File: src/rtl/se2pa_deserializer_pkg.sv
`default_nettype none
// ============================================================================
//  Module   : se2pa_deserializer_pkg
//  Purpose  : Shared types and constants for the 4-word serial-to-parallel
//             sample deserializer.
//  Revision : 1.0  initial release
// ============================================================================
package se2pa_deserializer_pkg;

  localparam int unsigned c_NB_DEFAULT = 16;
  localparam int unsigned c_NW         = 4;
  localparam int unsigned c_CNT_W      = 2;

  localparam logic [c_CNT_W-1:0] c_SLOT0 = 2'd0;
  localparam logic [c_CNT_W-1:0] c_SLOT1 = 2'd1;
  localparam logic [c_CNT_W-1:0] c_SLOT2 = 2'd2;
  localparam logic [c_CNT_W-1:0] c_SLOT3 = 2'd3;

  typedef enum logic [0:0] {
    ST_IDLE = 1'b0,
    ST_RUN  = 1'b1
  } state_t;

  // The slot counter wraps naturally, so streaming needs no special case.
  function automatic logic [c_CNT_W-1:0] next_slot(input logic [c_CNT_W-1:0] slot);
    return slot + 2'd1;
  endfunction

endpackage : se2pa_deserializer_pkg
`default_nettype wire

File: src/rtl/se2pa_deserializer.sv
`default_nettype none
// ============================================================================
//  Module   : se2pa_deserializer
//  Purpose  : Collects four serial complex samples into one parallel frame,
//             flagging frames torn by an early START.
//  Revision : 1.0  initial release
// ============================================================================
module se2pa_deserializer
  import se2pa_deserializer_pkg::*;
#(
  parameter int NB = c_NB_DEFAULT
) (
  input  logic                 CLK,
  input  logic                 RST,
  input  logic                 START,
  input  logic [NB-1:0]        DR,
  input  logic [NB-1:0]        DI,
  output logic [NB*c_NW-1:0]   OR,
  output logic [NB*c_NW-1:0]   OI,
  output logic                 RDY,
  output logic                 ERR
);

  state_t                 r_state;
  logic [c_CNT_W-1:0]     r_cnt;
  logic [NB-1:0]          r_sr0, r_sr1, r_sr2;
  logic [NB-1:0]          r_si0, r_si1, r_si2;
  logic [NB*c_NW-1:0]     r_or, r_oi;
  logic                   r_rdy, r_err;

  logic                   w_partial;

  assign w_partial = (r_cnt != c_SLOT0);

  always_ff @(posedge CLK) begin
    if (RST) begin
      r_state <= ST_IDLE;
      r_cnt   <= c_SLOT0;
      r_sr0   <= '0;
      r_sr1   <= '0;
      r_sr2   <= '0;
      r_si0   <= '0;
      r_si1   <= '0;
      r_si2   <= '0;
      r_or    <= '0;
      r_oi    <= '0;
      r_rdy   <= 1'b0;
      r_err   <= 1'b0;
    end else begin
      r_rdy <= 1'b0;
      r_err <= 1'b0;
      case (r_state)
        ST_IDLE: begin
          if (START) begin
            r_sr0   <= DR;
            r_si0   <= DI;
            r_cnt   <= c_SLOT1;
            r_state <= ST_RUN;
          end
        end
        ST_RUN: begin
          if (START) begin
            // An early START abandons the staged slots; the output frame is untouched.
            r_sr0 <= DR;
            r_si0 <= DI;
            r_cnt <= c_SLOT1;
            r_err <= w_partial;
          end else begin
            case (r_cnt)
              c_SLOT0: begin
                r_sr0 <= DR;
                r_si0 <= DI;
              end
              c_SLOT1: begin
                r_sr1 <= DR;
                r_si1 <= DI;
              end
              c_SLOT2: begin
                r_sr2 <= DR;
                r_si2 <= DI;
              end
              c_SLOT3: begin
                r_or  <= {r_sr0, r_sr1, r_sr2, DR};
                r_oi  <= {r_si0, r_si1, r_si2, DI};
                r_rdy <= 1'b1;
              end
            endcase
            r_cnt <= next_slot(r_cnt);
          end
        end
        default: begin
          r_state <= ST_IDLE;
          r_cnt   <= c_SLOT0;
        end
      endcase
    end
  end

  assign OR  = r_or;
  assign OI  = r_oi;
  assign RDY = r_rdy;
  assign ERR = r_err;

endmodule : se2pa_deserializer
`default_nettype wire

File: config.mk
export PLATFORM = sky130hd
export DESIGN_NAME = se2pa_deserializer
export DESIGN_NICKNAME = d
export VERILOG_FILES = /design/src/rtl/se2pa_deserializer_pkg.sv /design/src/rtl/se2pa_deserializer.sv
export SDC_FILE = /design/constraint.sdc
export NUM_CORES = 1
export LEC_CHECK = 0
export CORE_UTILIZATION = 23
export DETAILED_ROUTE_END_ITERATION = 6
export HOLD_SLACK_MARGIN = 0.15
export PLACE_DENSITY = 0.47
export SLEW_MARGIN = 20
export SYNTH_ARGS = -nofsm -noshare
export SYNTH_HDL_FRONTEND = slang
export SYNTH_SLANG_ARGS = --single-unit
File: constraint.sdc
create_clock -name CLK -period 1.3 [get_ports CLK]
set_input_delay 0.39 -clock CLK [delete_from_list [all_inputs] [get_ports CLK]]
set_output_delay 0.39 -clock CLK [all_outputs]
set_load 0.01 [all_outputs]
==> flow_summary.yaml <==
power_and_ir_drop:
  power_density_nw_per_um2: 1150
  ir_drop_mv: 0.830
  p_leak_nw: 6.20
  pwr-share-seq: 0.454
  power_frac_clock: 0.483
  sw_frac_of_total: 0.221
  internal_power_w: 0.0123
  pwr-share-comb: 0.063
  netSwitchingPower_w: 0.00349
worst_hold_path:
  hp-class: "input pin to register"
yosys:
  synth_seq_cells: 229
  synthCells: 788
  synth_area_sq_um: 8940
  ys_seq_area_frac: 0.513
  syn_avg_cell_area_sq_um: 11.3
  syn_nets: 827
  synth_cell_types: 18
  yosysWarnings: 0
final_layout:
  fillers: 3806
  drive_gt1_frac: 0.409
  n_antenna_cell: 0
  fin_area_sq_um: 13700
  final_util: 0.360
  multiInputGateArea_sq_um: 4060
  area_delta_synth_final_pct: 52.8
  stdcell_count: 1574
  num-nets-final: 1082
  seq_area_sq_um: 4760
clock_network:
  cts_tree: "done"
  clock_latency_ps: 530
  cts.clk_slew.worst_paths_ps: 60
  h-tree-depth: 1
  cts_root_buf: "clkbuf_16"
  clock-sinks: 229
  cts_buffer_depth: 3
  numCtsBuffers: 27
route:
  ant_nets: 0
  routed_via_density: 3.97
  routed_wirelength_um: 25600
  drtIter0Drc: 125
  routedWlPerCell_um: 16.3
  drcViolationCount: 0
  firstDrtPassIters: 4
  vias: 6242
sta:
  clock_skew_ps: 8.74
  rsz0062_at_grt: "yes"
  setup_slack_ps: -92.4
  finalCritPeriodShare: 1.07
  slew_viol_final: 0
  clock.fmax_mhz: 718
  slew_headroom: 0.741
  tightest_slew_ps: 383
  finalHoldViolations: 0
  final.min_clock_period_ps: 1390
  setup_violations: 293
global_routing:
  first_global_vias: 6270
  grt_pass1_wl_um: 37900
  grt_max_degree: 48
  antenna_found_initial: 1
  grt_overflow_total: 0
  grt_use_total: 0.125
worst_setup_path:
  cp_max_fo: 5
  cp.arrival_ps: 1840
  critPathLaunchType: "register"
  path_class: "register to register"
  cpMostUsedCell: "buf_12"
  cp_slowest_cell: "dfxtp_4"
  end_kind: "register"
  crit_required_ps: 1750
  path_cells: "inv_4 -> ha_4 -> a21oi_4 -> buf_12 -> buf_8 -> buf_12 -> mux2i_1"
  max_stage_delay_ps: 380
placed_design:
  dp_hpwl_um: 16000
  pre_cts_slack_ps: -539
  dp_cells: 1465
  port_buffers: 164
  placed_area_sq_um: 11600
  gp_congestion: 0.689
outcome:
  status: "finished, violations left"
  violations: "negative setup slack"
floorplanning:
  die_width_um: 199
  fp.dieH_um: 199
  rows: 71
  start_util: 0.236
  ios: 165
  core_area_sq_um: 37900
  die-area_sq_um: 39700
run:
  drv_cap: 0
## per-stage QoR
step / hold WS [ps] / setup TNS [ps] / power (W)
3_5_place_dp: 462 / -93910 / 0.00821
3_3_place_gp: 457 / -92870 / 0.00821
5_1_grt: 291 / -28980 / 0.0164
4_1_cts: 254 / -20790 / 0.0161
2_1_floorplan: 458 / 0 / 0.00780
6_report: 290 / -13340 / 0.0158
## cell usage after synthesis
cell | n | area (sq um)
ha_1 | 4 | 50.1
a21oi_2 | 1 | 8.76
nor4b_1 | 1 | 8.76
nor3_1 | 1 | 5.00
dfxtp_1 | 229 | 4580
nand3b_1 | 3 | 22.5
xnor2_1 | 1 | 8.76
buf_2 | 9 | 45.0
inv_1 | 3 | 11.3
mux2i_1 | 225 | 2250
nand2b_1 | 256 | 1600
nor2_1 | 3 | 11.3
a21oi_1 | 1 | 5.00
buf_4 | 8 | 60.1
and3b_1 | 3 | 26.3
clkbuf_2 | 1 | 5.00
clkbuf_1 | 27 | 101
buf_6 | 12 | 135
## path summary, 6_finish.rpt
| path | from | slack, ps | cells past startpoint | end |
|---|---|---|---|---|
| max | r_cnt[0] | -90 | 7 | r_si0[10] |
| min | RST | 290 | 3 | OI[54] |
| max reg2reg | r_cnt[0] | -90 | 7 | r_si0[10] |
| min reg2reg | r_si2[0] | 470 | 2 | OI[16] |
## cell usage in the layout, fill, tap and decap left out, types with 3 or more instances in the layout
| cell type | count |
|---|---|
| nand2b_1 | 256 |
| mux2i_1 | 223 |
| buf_6 | 137 |
| dfxtp_2 | 127 |
| dfxtp_1 | 98 |
| buf_4 | 69 |
| clkbuf_16 | 34 |
| clkdlybuf4s50_1 | 33 |
| buf_12 | 22 |
| clkbuf_1 | 7 |
| clkbuf_8 | 7 |
| buf_16 | 7 |
| buf_8 | 6 |
| dfxtp_4 | 4 |
| clkinv_2 | 4 |
| and3b_2 | 3 |
| nand3b_1 | 3 |
| nor2_1 | 3 |
| ha_4 | 3 |
## power by group through the flow
| stage | logic (W) | clock network [W] | registers (W) |
|---|---|---|---|
| final | 0.000993 | 0.00763 | 0.00716 |
| after detailed placement | 0.000890 | 0 | 0.00732 |
| after global placement | 0.000890 | 0 | 0.00732 |
| after CTS | 0.00101 | 0.00793 | 0.00717 |
| after global routing | 0.00107 | 0.00820 | 0.00717 |
| after floorplan | 0.000484 | 0 | 0.00731 |
## cell type report
class                   instances  area share
clock buffers                  41      0.0584
well taps                     511      0.0468
multi-input cells             499       0.297
inverters                       3     0.00119
clock inverters                 8     0.00705
repair buffers                283       0.241
flip-flops and latches        229       0.348
## worst max-delay path: cells and delay by family, from the launching register on
| family | cells | cell delay (ps) |
|---|---|---|
| compound gates | 1 | 140 |
| fa+ha+maj | 1 | 160 |
| buf+inv | 4 | 440 |
| flops | 1 | 380 |
| mux | 1 | 180 |
## registers in the layout, summed over array words and instances, names as in the netlist
name,flops
ERR,1
r_si1,16
r_state,1
r_si2,16
r_sr1,16
r_sr2,16
OR,64
r_cnt,2
OI,64
r_si0,16
r_sr0,16
RDY,1
## cells by family (layout without fill, tap and decap cells)
kind of cell,Yosys count,in the layout,synth area share
buffers and inverters,60,335,0.0400
adders and majority gates,4,4,0.00560
and+or+nand+nor,267,267,0.187
xor gates and xnor gates,1,1,0.000980
AOI/OAI and AO/OA,2,2,0.00154
DFF,229,229,0.513
muxes,225,225,0.252
## metal layers
layer,GRT usage,up-vias,wire [um]
li1,-,3129,-
met1,0.162,2939,11800
met2,0.198,145,11500
met3,0.0412,27,1790
met4,0.0265,2,442
met5,0,-,9
## repair_timing
action / CTS / global route
endpoints found under the setup margin: 335 / 331
resized for setup: 824 / 21
hold buffers: 0 / 0
hold endpoints to repair: 0 / 0
gates cloned: 6 / 7
setup buffers: 22 / 29
Power figures use the tool's default switching activity.
